===== src/rtl/sigmoid_lut_arbiter.sv =====
// Round-robin front end for one shared sigmoid ROM: picks a neuron, maps its signed
// pre-activation to an offset-binary ROM address and routes the 2-clk-later data back.

module sigmoid_addr_map #(
   parameter int IN_WIDTH   = 16,
   parameter int ADDR_WIDTH = 12
)(
   input  logic [IN_WIDTH-1:0]   x,
   output logic [ADDR_WIDTH-1:0] addr
);
   localparam logic [IN_WIDTH-1:0] MAXV =
      {{(IN_WIDTH-ADDR_WIDTH+1){1'b0}}, {(ADDR_WIDTH-1){1'b1}}};
   localparam logic [IN_WIDTH-1:0] MINV = ~MAXV;

   logic hi, lo;

   assign hi = $signed(x) > $signed(MAXV);
   assign lo = $signed(x) < $signed(MINV);

   // Saturate, then flip the sign bit to land in offset binary.
   always_comb begin
      if (hi)      addr = '1;
      else if (lo) addr = '0;
      else         addr = {~x[ADDR_WIDTH-1], x[ADDR_WIDTH-2:0]};
   end
endmodule

module sigmoid_lut_arbiter #(
   parameter int NUM_REQ    = 4,
   parameter int IN_WIDTH   = 16,
   parameter int ADDR_WIDTH = 12,
   parameter int DATA_WIDTH = 8
)(
   input  logic                         clk,
   input  logic                         rst,
   input  logic [NUM_REQ-1:0]           req_valid,
   input  logic [NUM_REQ*IN_WIDTH-1:0]  req_x,
   output logic [NUM_REQ-1:0]           req_ready,
   output logic [ADDR_WIDTH-1:0]        rom_addr,
   input  logic [DATA_WIDTH-1:0]        rom_data,
   output logic [NUM_REQ-1:0]           resp_valid,
   output logic [DATA_WIDTH-1:0]        resp_data,
   output logic                         busy
);
   localparam int IDW = (NUM_REQ > 1) ? $clog2(NUM_REQ) : 1;

   logic [NUM_REQ-1:0][IN_WIDTH-1:0]   x_arr;
   logic [NUM_REQ-1:0][ADDR_WIDTH-1:0] lane_addr;
   logic [IDW-1:0]                     rr_ptr, gnt_id, idx, s1_id, s2_id;
   logic                               gnt_found, accept;
   logic [2:1]                         vld_pipe;

   assign x_arr = req_x;

   for (genvar g = 0; g < NUM_REQ; g++) begin : g_lane
      sigmoid_addr_map #(
         .IN_WIDTH   (IN_WIDTH),
         .ADDR_WIDTH (ADDR_WIDTH)
      ) u_map (
         .x    (x_arr[g]),
         .addr (lane_addr[g])
      );
   end

   // First valid requester at or after rr_ptr, wrapping.
   always_comb begin
      gnt_found = 1'b0;
      gnt_id    = '0;
      idx       = '0;
      req_ready = '0;
      for (int k = 0; k < NUM_REQ; k++) begin
         idx = IDW'((int'(rr_ptr) + k) % NUM_REQ);
         if (!gnt_found && req_valid[idx]) begin
            gnt_found = 1'b1;
            gnt_id    = idx;
         end
      end
      req_ready[gnt_id] = gnt_found;
   end

   assign accept = gnt_found;

   always_ff @(posedge clk or posedge rst) begin
      if (rst) begin
         rr_ptr   <= '0;
         rom_addr <= '0;
         vld_pipe <= '0;
         s1_id    <= '0;
         s2_id    <= '0;
      end else begin
         vld_pipe <= {vld_pipe[1], accept};
         s2_id    <= s1_id;
         // Address and id only move on accept so the ROM input stays quiet when idle.
         if (accept) begin
            rom_addr <= lane_addr[gnt_id];
            s1_id    <= gnt_id;
            rr_ptr   <= (gnt_id == IDW'(NUM_REQ-1)) ? '0 : gnt_id + 1'b1;
         end
      end
   end

   always_comb begin
      resp_valid        = '0;
      resp_valid[s2_id] = vld_pipe[2];
   end

   assign resp_data = rom_data;
   assign busy      = |vld_pipe;
endmodule


===== config.mk =====
export PLATFORM = sky130hd
export DESIGN_NAME = sigmoid_lut_arbiter
export DESIGN_NICKNAME = d
export VERILOG_FILES = /design/src/rtl/sigmoid_lut_arbiter.sv
export SDC_FILE = /design/constraint.sdc
export NUM_CORES = 1
export LEC_CHECK = 0
export BUFFER_PORTS_ARGS = -buffer_cell sky130_fd_sc_hd__buf_4
export CORE_MARGIN = 4
export CORE_UTILIZATION = 43
export CTS_BUF_LIST = sky130_fd_sc_hd__clkbuf_2 sky130_fd_sc_hd__clkbuf_4 sky130_fd_sc_hd__clkbuf_8
export DETAILED_ROUTE_END_ITERATION = 10
export PLACE_DENSITY = 0.86
export SLEW_MARGIN = 20
export SYNTH_ARGS = -nofsm -noshare
export SYNTH_HDL_FRONTEND = slang
export SYNTH_SLANG_ARGS = --single-unit

===== constraint.sdc =====
create_clock -name clk -period 2.15 [get_ports clk]
set_input_delay 0.3225 -clock clk [delete_from_list [all_inputs] [get_ports clk]]
set_output_delay 0.3225 -clock clk [all_outputs]
set_load 0.005 [all_outputs]

==> results.txt, run 1 <==
- The run finished, with violations left.
- The checks that failed: setup timing.
- Critical path startpoint: rr_ptr[1]
* Power Dens Cells: ~850 nW/µm²
- The final layout contains 433 nets.
* Overall power of the completed layout: 2.56 mW
- Post-placement cell area: 2690 µm²
- Among all flip-flop cells after synthesis, the most frequent one is sky130_fd_sc_hd__dfrtp_1.
* Clock Power Share: 15.4%
- Yosys mapped a number of flops with a built-in enable equal to 0.
- The repair_antennas step left the layout with diodes totalling 0.
* Area fraction in compound gates after synthesis: between 20% and 30%
* Sequential-to-total area share from yosys stat: 24.4%
- Starting utilization of the core area: a little under half
* Die Outline Area: 5930 µm²
- Wire length of the first global-routing pass: roughly 10,000 µm
- In this run, post-CTS hold repair placed 0 buffers.
* Total routing usage reported by global routing: between 20% and 30%
- After detailed routing, the average wire length per cell comes to 17.6 µm.
- Total of endpoints with negative setup slack in the final report: 13
- Critical path fanouts, max: 5
- Fin crit period: 2320 ps
- Leakage Power: 1.37 nW
* Post-route DRC violation count: 0
* Total number of yosys warnings: 0
* Measured slew at the worst slew-check pin: roughly 790 ps
- At the end of routability-driven placement, the weighted congestion stood at between 0.8 and 0.9.
- At the placement stage, the worst setup path has a slack of roughly 22 ps.
* Area fraction in and, or, nand and nor cells after synthesis: 27.9%
* Aggregate routed wire length: 7090 µm
- The region available for standard cell placement spans ~4500 µm².
- Buffers inserted during clock tree synthesis total 3.
- The detailed router placed 2,423 vias in this run.
- After synthesis, the mean cell area works out to slightly below 8 µm².
- Sequential cells burn around 26% of the power.
* Final clock period utilization by the worst path: 108%
* Mapped Cells: 260
- Across the VDD grid, the largest voltage drop is 0.382 mV.
- The first TritonRoute pass finished after 5 iterations.
- The top cell types in the final layout, fill and taps aside, are sky130_fd_sc_hd__buf_4 (105), sky130_fd_sc_hd__nand2_1 (37), sky130_fd_sc_hd__nor2_1 (22).
- The synthesized design contains 20 register bits.
- Maximum number of pins on one net before global-route repair: 22
* H-tree depth: 1
* Fraction of the mapped netlist area in adder cells: 2.44%
* Combinational family with the most area after synthesis: compound AO/OA/AOI/OAI gates
* Synthesized-area fraction occupied by xor and xnor cells: 0%
- Count of endpoints failing hold in the final timing report: 0
- Largest clock skew in the final design: 1.04 ps
- Core occupancy in the finished layout: ~67%
* Required time at the endpoint of the critical path: 1830 ps
- In this run, distinct cell masters in the synthesized netlist total 47.
- After global routing the overflow that remains totals 0.
- Proportion of synthesized flip-flops having asynchronous set or reset: between 90% and 100%
- Register-to-register setup slack: -120 ps
* TritonCTS clock tree: done
- Area growth syn-to-layout: 46.5%
- The later pin in the worst-skew pair is clocked with a latency of 270 ps.
* Pins Over Slew Limit: 0
- The via count of the first global-routing pass is 2,243.
- Tightest slew margin relative to the limit: 47.4%
- Proportion of synthesized area in mux cells: roughly 6.7%
- Once routing completed, OpenROAD measured the worst setup slack at -168 ps.
- Cell internal power was estimated by the tool at roughly 1.6 mW.
- From left edge to right edge, the die measures 77.0 µm.
- The analysis attributes to net switching a power of 0.925 mW.
- Number of violations reported at the end of detailed-routing iteration 0: 216
- In this run the cell area of the synthesized design comes to 2050 µm².
- The tightest hold path in the finished design has a slack of 198 ps.
* Worst endpoint data arrival time: 2000 ps
- Remaining antenna violation count: 0
- Net count after synthesis: 342
- The worst setup path is captured at an output pin.
- Fraction of layout cells with a size suffix above 1: between 40% and 50%
- In this run the critical register-to-register path is launched from rr_ptr[1].
* Launching element type of the critical path: flop
* Path type of the worst setup path: flop to output pin
- Based on the critical path, the design can be clocked at up to around 0.43 GHz.
- Fillcell total: 346
- Counting every sink on the clock net gives 20.
* Vias per Instance: ~6.0
- Height of the die: approximately 77 µm
- HP Class: primary input to asynchronous set/reset pin
- Setup repair after global routing could not meet its margin everywhere.
- Row generation in the floorplan step produced 24 rows.
- The tool flagged a number of max-cap violations equal to 0.
- Clock-pin slew was measured on the worst setup and hold paths at 80 ps.
- Of the total power, the share spent switching nets is 36.1%.
* Cell area after layout: 3000 µm²
- Clock tree root buffer cell: sky130_fd_sc_hd__clkbuf_8
- During I/O placement, the number of pins put on the boundary was 107.
* Number of buffers added on ports: 90
- Initial antenna violation count: 0
- Leaving out fill and tap cells, the most frequent cell in the layout is sky130_fd_sc_hd__buf_4.
- Combinational share of power: 58.8%
* Bufs on Longest Clock Path: 2
* Half-perimeter wire length after placement: 5180 µm
==> cells by family after synthesis <==
family          Yosys count
flops                    20
compound gates           76
mux                      12
buf+inv                  34
simple gates            114
fa+ha+maj                 4
==> per-stage QoR <==
step	TNS, ps	std cells
2_1_floorplan	0	260
3_3_place_gp	0	386
3_5_place_dp	0	386
4_1_cts	-530	396
5_1_grt	-1910	402
6_report	-1460	402
==> cell type report <==
cell class | instances | area (µm²) | share of cell area, %
timing repair buffer | 110 | 845 | 28.1
clock buffer | 3 | 41.3 | 1.38
clock inverter | 1 | 30.0 | 1.00
tap | 52 | 65.1 | 2.17
multi-input combinational | 206 | 1470 | 49.1
sequential | 20 | 502 | 16.7
inverter | 10 | 45.0 | 1.50
==> state kept, by name, indices dropped and copies added, names as in the netlist <==
name	cells
s1_id	2
s2_id	2
vld_pipe	2
rom_addr	12
rr_ptr	2
==> final timing paths <==
path / to / cells after the start
worst min register to register: vld_pipe[2] / 0
worst max register to register: rom_addr[2] / 7
worst max-delay path: req_ready[0] / 6
max in group asynchronous: rr_ptr[0] / 2
worst min-delay path: rom_addr[9] / 2
min in group clk: rom_addr[10] / 3
==> what timing repair did <==
item                       4_1_cts  5_1_grt
setup buffers                    7        6
gates resized for setup         16       15
setup endpoints to repair        8       14
pin swaps                        6        5
==> power by group through the flow <==
stage | logic, mW | registers [mW] | clock network (mW)
2_1_floorplan | 0.680 | 0.635 | 0
3_3_place_gp | 1.17 | 0.651 | 0
3_5_place_dp | 1.20 | 0.656 | 0
4_1_cts | 1.34 | 0.650 | 0.389
5_1_grt | 1.61 | 0.682 | 0.406
6_report | 1.51 | 0.662 | 0.394
==> synthesized netlist by cell type, types with 5 or more instances <==
master,count,area [µm²]
sky130_fd_sc_hd__nor2b_1,6,37.5
sky130_fd_sc_hd__a21oi_1,19,95.1
sky130_fd_sc_hd__mux2_2,9,101
sky130_fd_sc_hd__inv_1,8,30.0
sky130_fd_sc_hd__nand2_1,37,139
sky130_fd_sc_hd__o31ai_1,10,75.1
sky130_fd_sc_hd__buf_4,10,75.1
sky130_fd_sc_hd__a221oi_1,9,78.8
sky130_fd_sc_hd__nor2_1,22,82.6
sky130_fd_sc_hd__and2_1,16,100
sky130_fd_sc_hd__a2bb2oi_1,7,61.3
sky130_fd_sc_hd__and3_1,5,31.3
sky130_fd_sc_hd__dfrtp_1,20,500
sky130_fd_sc_hd__clkbuf_1,7,26.3
sky130_fd_sc_hd__nor4_1,9,56.3
sky130_fd_sc_hd__a221o_1,10,100
==> worst max-delay path, stage by stage, from the launching register on <==
cell and delay (ps):
sky130_fd_sc_hd__dfrtp_1 440, sky130_fd_sc_hd__mux2i_2 290, sky130_fd_sc_hd__nor2_1 110, sky130_fd_sc_hd__or3_4 430, sky130_fd_sc_hd__ha_4 190, sky130_fd_sc_hd__nor2b_1 120, sky130_fd_sc_hd__buf_4 140
==> routing by layer <==
| layer | part of all wire [%] | routed length [µm] | track usage [%] | vias up |
|---|---|---|---|---|
| met3 | 9.4 | 664 | 4.57 | 25 |
| met4 | 4.0 | 283 | 11.9 | 0 |
| met1 | 38 | 2690 | 25.4 | 1106 |
| met2 | 49 | 3460 | 37.1 | 148 |
| li1 | - | - | - | 1144 |
| met5 | 0 | 0 | 0 | - |
No activity file was read; power rests on OpenSTA's default activity.
==> run 2: changes to the inputs <==
--- a/config.mk
+++ b/config.mk
@@ -5,7 +5,7 @@
 export SDC_FILE = /design/constraint.sdc
 export NUM_CORES = 1
 export LEC_CHECK = 0
-export BUFFER_PORTS_ARGS = -buffer_cell sky130_fd_sc_hd__buf_4
+export BUFFER_PORTS_ARGS = -buffer_cell sky130_fd_sc_hd__buf_2
 export CORE_MARGIN = 4
 export CORE_UTILIZATION = 43
 export CTS_BUF_LIST = sky130_fd_sc_hd__clkbuf_2 sky130_fd_sc_hd__clkbuf_4 sky130_fd_sc_hd__clkbuf_8
==> run 2 against run 1 <==
The run still ends with setup timing left. Global-route usage is 1.2 points lower. Hold slack worse by 5.9 ps. Sequential cell count unchanged. Setup slack better by 92 ps. Die area unchanged. Routed wire length down 6.8%. Critical endpoint unchanged. Largest power group unchanged.
==> results.txt, run 2 (synthesis gave the netlist of run 1 again) <==
* Flip-flop count of the largest register, all copies and words added: 12 (unchanged)
- Leading cell type in the layout, fill and taps excluded: sky130_fd_sc_hd__buf_2 (was sky130_fd_sc_hd__buf_4)
- Result of the run: finished, violations left (unchanged).
- The top fanout value on the critical path is 5 (unchanged).
- The detailed-placement wirelength estimate was 5100 µm (was 5180 µm).
* Clock transition at the registers of the reported paths: 80 ps (about the same)
- Combinational share of power: 56.7% (was 58.8%)
- The clock buffer count from CTS is 3 (unchanged).
- The total cell area at the placement stage is 2460 µm² (was 2690 µm²).
- The shortest clock period the worst path allows after layout was 2230 ps (was 2320 ps).
* Pins Over Slew Limit: 0 (unchanged)
- Max capacitance violation total: 0 (unchanged)
- The final RePlAce weighted congestion is 0.840 (was 0.837).
- The first-pass iteration count of the detailed router came to 6 (was 5).
- The post-route cell area came to 2640 µm² (was 3000 µm²).
- Total routing usage reported by global routing: 20.6% (was 21.8%)
- Final clock period utilization by the worst path: 104% (was 108%)
- Upper clock frequency limit: 0.449 GHz (was 0.431 GHz)
* Required time at the endpoint of the critical path: 1830 ps (about the same)
* Fraction of met2 tracks used by global routing: 37.1% (unchanged)
* Global routing usage on met1: 25.5% (was 25.4%)
- The switching power was 0.839 mW (was 0.925 mW).
* Tightest slew margin relative to the limit: 48.4% (was 47.4%)
* Sink Count: 20 (unchanged)
- The critical path arrival was 1900 ps (was 2000 ps).
- Horizontal die dimension: 77.0 µm (unchanged)
- The share of post-route cells with drive strength above 1 was 40.5% (was 41.7%).
- Most frequent cells in the layout: sky130_fd_sc_hd__buf_2 (90), sky130_fd_sc_hd__nand2_1 (37), sky130_fd_sc_hd__nor2_1 (21) (was sky130_fd_sc_hd__buf_4 (105), sky130_fd_sc_hd__nand2_1 (37), sky130_fd_sc_hd__nor2_1 (22)).
- The total inserted antenna cells was 0 (unchanged).
- The slew at the pin with the worst max-slew slack came to 774 ps (was 788 ps).
- The met3 usage in global routing came to 3.04% (was 4.57%).
- The number of antenna violations at the first check in global routing was 0 (unchanged).
* Clock Power Share: 13.6% (was 15.4%)
* Violated checks: setup timing (unchanged)
- The via count of the first global-routing pass came to 2,131 (was 2,243).
- The total I/O pin count came to 107 (unchanged).
- The summed negative setup slack over all endpoints was -245 ps (was -1460 ps).
* Minimum setup slack after placement: -36.9 ps (was 21.6 ps)
- Avg WL per Cell: 16.7 µm (was 17.6 µm)
* Clock latency of the later-clocked register in the worst-skew pair: 260 ps (was 270 ps)
- The internal portion of total power came to 1.33 mW (was 1.64 mW).
* Number of buffers added on ports: 90 (unchanged)
* Die Outline Area: 5930 µm² (unchanged)
* Clock tree root buffer cell: sky130_fd_sc_hd__clkbuf_8 (unchanged)
- The most utilized layer in the global route result was met2 (unchanged).
* Aggregate routed wire length: 6610 µm (was 7090 µm)
- The remaining number of nets flagged by the antenna check after routing was 0 (unchanged).
* Number of rows created at floorplan: 24 (unchanged)
* Fillcell total: 405 (was 346)
- Hold buffer count at CTS: 0 (unchanged)
- The total vias in the final route came to 2,364 (was 2,423).
* VDD IR max: 0.387 mV (was 0.382 mV)
* Post-route DRC violation count: 0 (unchanged)
* Bufs on Longest Clock Path: 2 (unchanged)
- The final number of setup-violating endpoints was 5 (was 13).
* Final worst-path setup slack: -75.6 ps (was -168 ps)
* Wire length of the first global-routing pass: 10,000 µm (was 10,400 µm)
* Leakage Power: 1.23 nW (was 1.37 nW)
* Number of violations reported at the end of detailed-routing iteration 0: 271 (was 216)
* Starting utilization of the core area: 45.8% (unchanged)
- The pin count of the biggest net entering global routing came to 22 (unchanged).
- Seq pwr share: 29.7% (was 25.8%)
* Area growth syn-to-layout: 28.8% (was 46.5%)
- Path type of the worst setup path: flop to output pin (unchanged)
* H-tree depth: 1 (unchanged)
- The total power divided by cell area came to 824 nW/µm² (was 854 nW/µm²).
* Count of endpoints failing hold in the final timing report: 0 (unchanged)
* Placeable core region: 4470 µm² (unchanged)
- Net Sw Frac: 38.6% (was 36.1%)
- The final layout net count is 426 (was 433).
- Height of the die: 77.0 µm (unchanged)
- The critical path endpoint category was an output pin (unchanged).
- The residual overflow from global routing came to 0 (unchanged).
- The final clock skew came to 3.50 ps (was 1.04 ps).
* Register name with the most flops: rom_addr (unchanged)
- Unrepaired setup endpoints after global routing: yes (unchanged).
* Vias per Instance: 5.98 (was 6.03)
- The startpoint type of the worst setup path is a flop (unchanged).
- The worst hold path class is primary input to asynchronous set/reset pin (unchanged).
* TritonCTS clock tree: done (unchanged)
## run 2: cell count changes in the layout (fill, tap and decap cells not counted), moves of 2 or more
cell                      change
sky130_fd_sc_hd__ha_2         +2
sky130_fd_sc_hd__nor2b_4      -2
sky130_fd_sc_hd__buf_4       -92
sky130_fd_sc_hd__buf_2       +90
sky130_fd_sc_hd__buf_6        -5
sky130_fd_sc_hd__ha_4         -2
## run 2: layer usage
metal,vias up,share of wire [%]
met4,0,1.4
met3,10,8.2
li1,1126,-
met2,123,50
met5,-,0
met1,1105,41
## run 2: path summary, 6_finish.rpt
kind | from | end | slack [ps] | depth (start not counted)
worst max-delay path | rr_ptr[1] | req_ready[0] | -80 | 6
worst min-delay path | rst | rom_addr[1] | 190 | 2
worst max register to register | rr_ptr[1] | rom_addr[7] | -10 | 7
worst min register to register | vld_pipe[1] | vld_pipe[2] | 370 | 0
max in group asynchronous | rst | rr_ptr[0] | 1430 | 2
min in group clk | vld_pipe[1] | vld_pipe[2] | 370 | 0
## run 2: timing repair
action | CTS | global route
gates resized for setup | 5 | 14
hold endpoints to repair | 0 | 0
buffers inserted | 4 | 2
pin swaps | 2 | 5
cloned | 0 | 0
endpoints found under the setup margin | 11 | 14
## run 2: through the flow
step	util, %	hold slack [ps]	instances	total power [mW]
2_1_floorplan	-	286	260	1.32
3_3_place_gp	55.0	354	386	1.68
3_5_place_dp	55.0	358	386	1.72
4_1_cts	57.2	213	393	2.05
5_1_grt	58.9	253	395	2.31
6_report	58.9	192	395	2.17
## run 2: cell type report
type                       instances  area, µm²  share of cell area, %
sequential                        20        502                   19.0
multi-input combinational        206       1430                   54.0
inverter                          10       42.5                   1.61
tap                               52       65.1                   2.47
timing repair buffer             103        548                   20.8
clock buffer                       4       55.1                   2.09
## run 2: power by group through the flow
stage / clock network [mW] / logic [mW] / registers [mW]
final: 0.295 / 1.23 / 0.646
after global routing: 0.312 / 1.33 / 0.661
after CTS: 0.291 / 1.13 / 0.632
after detailed placement: 0 / 1.08 / 0.640
after global placement: 0 / 1.05 / 0.631
after floorplan: 0 / 0.680 / 0.635
## run 2: worst max-delay path, stage by stage (launching register included)
cell                      delay, ps
sky130_fd_sc_hd__dfrtp_1        440
sky130_fd_sc_hd__mux2i_2        290
sky130_fd_sc_hd__nor2_2          70
sky130_fd_sc_hd__or3_4          390
sky130_fd_sc_hd__ha_2           200
sky130_fd_sc_hd__nor2b_1        130
sky130_fd_sc_hd__buf_2          130
